**src/rtl/fetch_unit.sv**
```systemverilog
// Instruction-fetch stage: owns the PC, drives the registered-read ROM and pairs
// each returned word with its fetch address, with stall skid and branch flush.
module fetch_unit #(
    parameter int          ADDR_W   = 16,
    parameter int          INST_W   = 24,
    parameter int unsigned RESET_PC = 0,
    parameter int unsigned PC_STEP  = 1
) (
    input  logic              clk,
    input  logic              rst,
    input  logic              stall,
    input  logic              branch_taken,
    input  logic [ADDR_W-1:0] branch_target,
    output logic [ADDR_W-1:0] rom_addr,
    input  logic [INST_W-1:0] rom_data,
    output logic              if_valid,
    output logic [ADDR_W-1:0] if_pc,
    output logic [INST_W-1:0] if_inst
);

    logic [ADDR_W-1:0] pc_reg, pc_next;
    logic [ADDR_W-1:0] req_pc_reg, req_pc_next;
    logic              req_valid_reg, req_valid_next;
    logic              hold_reg, hold_next;
    logic [INST_W-1:0] hold_inst_reg, hold_inst_next;
    logic [INST_W-1:0] inst_sel;

    always_comb begin
        pc_next        = pc_reg;
        req_pc_next    = req_pc_reg;
        req_valid_next = req_valid_reg;
        hold_next      = hold_reg;
        hold_inst_next = hold_inst_reg;
        if (branch_taken) begin
            // The word arriving next cycle belongs to the old path: drop it.
            pc_next        = branch_target;
            req_valid_next = 1'b0;
            hold_next      = 1'b0;
        end else if (stall) begin
            // The ROM re-reads pc_reg during a stall, so capture the slot's word once.
            if (!hold_reg) begin
                hold_next      = 1'b1;
                hold_inst_next = rom_data;
            end
        end else begin
            req_pc_next    = pc_reg;
            req_valid_next = 1'b1;
            pc_next        = pc_reg + ADDR_W'(PC_STEP);
            hold_next      = 1'b0;
        end
    end

    always_ff @(posedge clk) begin
        if (rst) begin
            pc_reg        <= ADDR_W'(RESET_PC);
            req_pc_reg    <= '0;
            req_valid_reg <= 1'b0;
            hold_reg      <= 1'b0;
            hold_inst_reg <= '0;
        end else begin
            pc_reg        <= pc_next;
            req_pc_reg    <= req_pc_next;
            req_valid_reg <= req_valid_next;
            hold_reg      <= hold_next;
            hold_inst_reg <= hold_inst_next;
        end
    end

    assign rom_addr = pc_reg;
    assign if_valid = req_valid_reg;
    assign if_pc    = req_pc_reg;
    assign inst_sel = hold_reg ? hold_inst_reg : rom_data;

    genvar gi;
    generate
        for (gi = 0; gi < INST_W; gi++) begin : g_inst_gate
            assign if_inst[gi] = inst_sel[gi] & req_valid_reg;
        end
    endgenerate

endmodule

```
**config.mk**
```make
export PLATFORM = sky130hd
export DESIGN_NAME = fetch_unit
export DESIGN_NICKNAME = d
export VERILOG_FILES = /design/src/rtl/fetch_unit.sv
export SDC_FILE = /design/constraint.sdc
export NUM_CORES = 1
export LEC_CHECK = 0
export ABC_CLOCK_PERIOD_IN_PS = 2200
export CELL_PAD_IN_SITES_DETAIL_PLACEMENT = 1
export CELL_PAD_IN_SITES_GLOBAL_PLACEMENT = 2
export CORE_ASPECT_RATIO = 2
export CORE_MARGIN = 2
export CORE_UTILIZATION = 24
export DETAILED_ROUTE_END_ITERATION = 8
export PLACE_DENSITY = 0.89
export SLEW_MARGIN = 40
export SYNTH_ARGS = -nofsm -noshare
export SYNTH_HDL_FRONTEND = slang
export SYNTH_SLANG_ARGS = --single-unit
```
**constraint.sdc**
```tcl
create_clock -name clk -period 2.2 [get_ports clk]
set_clock_uncertainty 0.15 [all_clocks]
set_input_delay 0.44 -clock clk [delete_from_list [all_inputs] [get_ports clk]]
set_output_delay 0.44 -clock clk [all_outputs]
set_load 0.02 [all_outputs]
```
# Word level (Yosys, flattened, before mapping)
# Index checks and enable logic that the tools add are counted.
# op_classes
addsub	1
n_mul	0
div_mod_pow	0
order_cmp	0
eq_ne	1
shifts	0
muxes	4
bitwise	26
n_reduce_logical	3
# ops
operator	count
$mux W16	2
$and A1 B1 Y1	24
$mux W24	1
$add A16 B1 Y16 const B	1
$reduce_and A2 Y1	2
$ne A2 B1 Y1 const B	1
$not A1 Y1	2
$reduce_or A2 Y1	1
$mux W1	1
# totals
reg_bits	58
latch_bits	0
ram_bits	0
rom_bits	0
wordCells	40
mem_count	0

# Longest topological paths before layout
# depth
word_depth	3
mapped_depth	7
mapped_depth_nobuf	5

# Worst setup path before layout
# Ideal clock, no wire load.
# synth_path
kind	flip-flop to output port
from	reg hold_reg
to	out if_inst[10]
arrival_time_ns	1.258
t_required_ns	1.610
slack_ns	0.352
stages_incl_launch_ff	5
n_path_buf	2
cell_sequence	dfxtp_1 -> clkbuf_1 -> buf_2 -> mux2i_1 -> nor2_1
# synth_between
elab_chain_len	2
# synth_lines
element	line_no	source
from (decl)	24	logic hold_reg, hold_next;
from (signal assigned)	64	hold_reg <= hold_next;
$mux W24	-	
$and A1 B1 Y1	77	assign if_inst[gi] = inst_sel[gi] & req_valid_reg;
to (decl)	18	output logic [INST_W-1:0] if_inst
# No other way between the ends.

# Worst setup path after layout
# layout_path
from	reg hold_reg
to	out if_inst[2]
# Same word-level chain as after synthesis.

==> reports/metrics.cfg <==
[run_status]
outcome = completed

[die]
die_w_um = 78.5
initial_core_util_pct = 24.5
io_pins = 101
rows = 54
fp.coreArea_um2 = 10900
die_height_um = 153
die_area_um2 = 12000

[clock_tree]
cts_sinks = 58
cts_max_level = 3
clk_root_buffer_cell = clkbuf_16
numCtsBuffers = 9
clk_latency_ns = 0.33
cts_tree = built
clockBufferDepth = 2
path_clk_slew_ns = 0.05
cts_hold_buf = 0

[worst_setup_path]
crit_slowest_cell = dfxtp_4
cp_max_fo = 12
slowest_delay_ns = 0.39
start_kind = flop
crit_chain = buf_12 > mux2i_2 > nor2_1 > dlygate4sd2_1
cp.required_ns = 1.61
arrival_ns = 1.49
critPathKind = flop to primary output
crit_family = buffers and inverters
cp_num_buf_inv = 2
end_kind = primary output
worst-path-stages = 4
rr_worst_depth = 4

[power]
intPower_mw = 2.17
vdd_ir_drop_max_mv = 0.369
power_mw = 2.90
p_switching_mw = 0.730
seqPwrFrac_pct = 39.4
p_per_area_nw_per_um2 = 692
p_clk_share_pct = 45.2
swShare_pct = 25.1
p_leak_nw = 1.59
pwr-share-comb_pct = 15.3

[grt]
grt_pass1_wl_um = 14700
grt-ovfl-total = 0
grt_pass1_vias = 2823
grt_max_degree = 32
grt.total_usage_pct = 15.6
antenna_found_initial = 0

[sta]
tns_ns = 0
min_period_ns = 2.08
rsz0062_at_grt = no
slew_headroom_pct = 70.3
setup_viol = 0
final_max_slew_viol_count = 0
timing.fmax_mhz = 481
finalHoldViolations = 0
holdWs_ns = 0.303
fin_crit_sh_pct = 94.6
tightest_slew_ns = 0.446

[finish]
final_nets = 488
syn_to_final_growth_pct = 57.4
largest_register_ffs = 24
post-route-util_pct = 38.6
drive_above_1_share_pct = 9.15
diodes = 0

[routing]
vias = 2748
drt_iter0_markers = 72
drt_wl_total_um = 9040
viasPerCell = 4.67
routedWlPerCell_um = 15.4
drt_drc_violations_left = 0
drtPass1Iterations = 5
postRouteAntennaNets = 0

[run]
cap_viol_max_count = 0

[synthesis]
synth_seq_cells = 58
synthArstFlopShare_pct = 0
synth_cell_types = 29
syn_inst = 338
yosys-top-cells-count = nand2_1 (91), dfxtp_1 (58), a21oi_1 (45), nor2_1 (39), mux2i_1 (25)
yosys_warnings = 0
netlist_area_um2 = 2670
syn_area_per_cell_um2 = 7.89
synthFlopType = dfxtp_1
synth_top_area_share_pct = 43.5
ys_top_cells_by_area = dfxtp_1 (44%), nand2_1 (13%), mux2i_1 (9.4%)
syn-num-nets = 383
synth_edf_count = 0
ys_seq_area_share_pct = 43.5
post-synth-top-count-cell = nand2_1
synth_top_area_cell = dfxtp_1

[place]
numPortBuffers = 100
place_congestion = 0.748
hpwl_um = 6530

[hold_path]
hold_path_class = flop to flop
whs_path_depth = 2

## layer usage
metal	vias up	track usage, %	share of wire, %	routed length [µm]
met5	-	0	0	0
li1	1345	-	-	-
met1	1323	17.2	40	3590
met2	72	28.2	55	4940
met4	0	5.93	1.4	125
met3	8	3.72	4.3	389
## metrics by stage
stage | instance area, µm² | instances | worst slack [ns]
finish | 4200 | 588 | 0.120
global route | 4200 | 588 | 0.0401
CTS | 4190 | 588 | 0.0364
detailed placement | 3910 | 571 | -0.139
global placement | 3910 | 571 | -0.111
floorplan | 2670 | 338 | 0.352
## power by group through the flow
stage	clock, mW	sequential, mW	combinational [mW]
2_1_floorplan	0	1.19	0.181
3_3_place_gp	0	1.16	0.446
3_5_place_dp	0	1.17	0.456
4_1_cts	1.37	1.15	0.453
5_1_grt	1.41	1.15	0.484
6_report	1.31	1.15	0.445
## worst min-delay path: cells and delay by family, from the launching register on
family / cells / cell delay (ns)
DFF: 1 / 0.30
AOI/OAI and AO/OA: 1 / 0.05
and+or+nand+nor: 1 / 0.05
## placed cells by master (no fill, tap or decap), types with 2 or more instances in the layout
cell,Yosys,final
nand4_1,7,7
and4_1,2,2
nand3_4,2,2
and2_1,2,2
clkbuf_1,16,2
a21oi_1,45,45
clkinv_2,0,2
a211oi_1,8,8
buf_4,0,14
clkbuf_8,0,3
nand2_1,91,91
dlygate4sd2_1,0,23
clkinv_1,2,2
nand4b_1,2,2
o21ai_0,3,3
clkdlybuf4s50_1,0,75
clkbuf_16,0,9
xnor2_1,3,3
xor2_1,8,8
buf_12,0,4
or3_1,4,4
nor2_1,39,39
mux2i_1,25,24
a311oi_1,4,4
dfxtp_1,58,57
## area by class of cell
class / count / area [µm²]
well taps: 140 / 175
fillers: 1298 / 6680
flip-flops and latches: 58 / 1160
clock buffers: 14 / 274
clock inverters: 2 / 10.0
inverters: 2 / 7.51
multi-input cells: 253 / 1390
repair buffers: 119 / 1180
## final timing paths
path,startpoint,endpoint,slack (ns)
setup / recovery,hold_reg$_SDFF_PP0_,if_inst[2],0.12
hold / removal,hold_inst_reg[19]$_SDFFE_PP0P_,hold_inst_reg[19]$_SDFFE_PP0P_,0.30
setup reg to reg,rom_addr[5]$_SDFFE_PP0N_,rom_addr[13]$_SDFFE_PP0N_,0.30
hold reg to reg,hold_inst_reg[19]$_SDFFE_PP0P_,hold_inst_reg[19]$_SDFFE_PP0P_,0.30
## what timing repair did
item / CTS / global route
endpoints found under the setup margin: 24 / 1
resized for setup: 28 / 2
buffers inserted: 0 / 0
gates cloned: 1 / 0
## logic make-up after synthesis
family / count (synthesis) / synth area share, %
xor+xnor: 11 / 3.61
simple gates: 155 / 25.6
fa+ha+maj: 1 / 0.469
flops: 58 / 43.5
compound gates: 61 / 12.8
buf+inv: 27 / 4.65
mux: 25 / 9.39
Power figures use the tool's default switching activity.
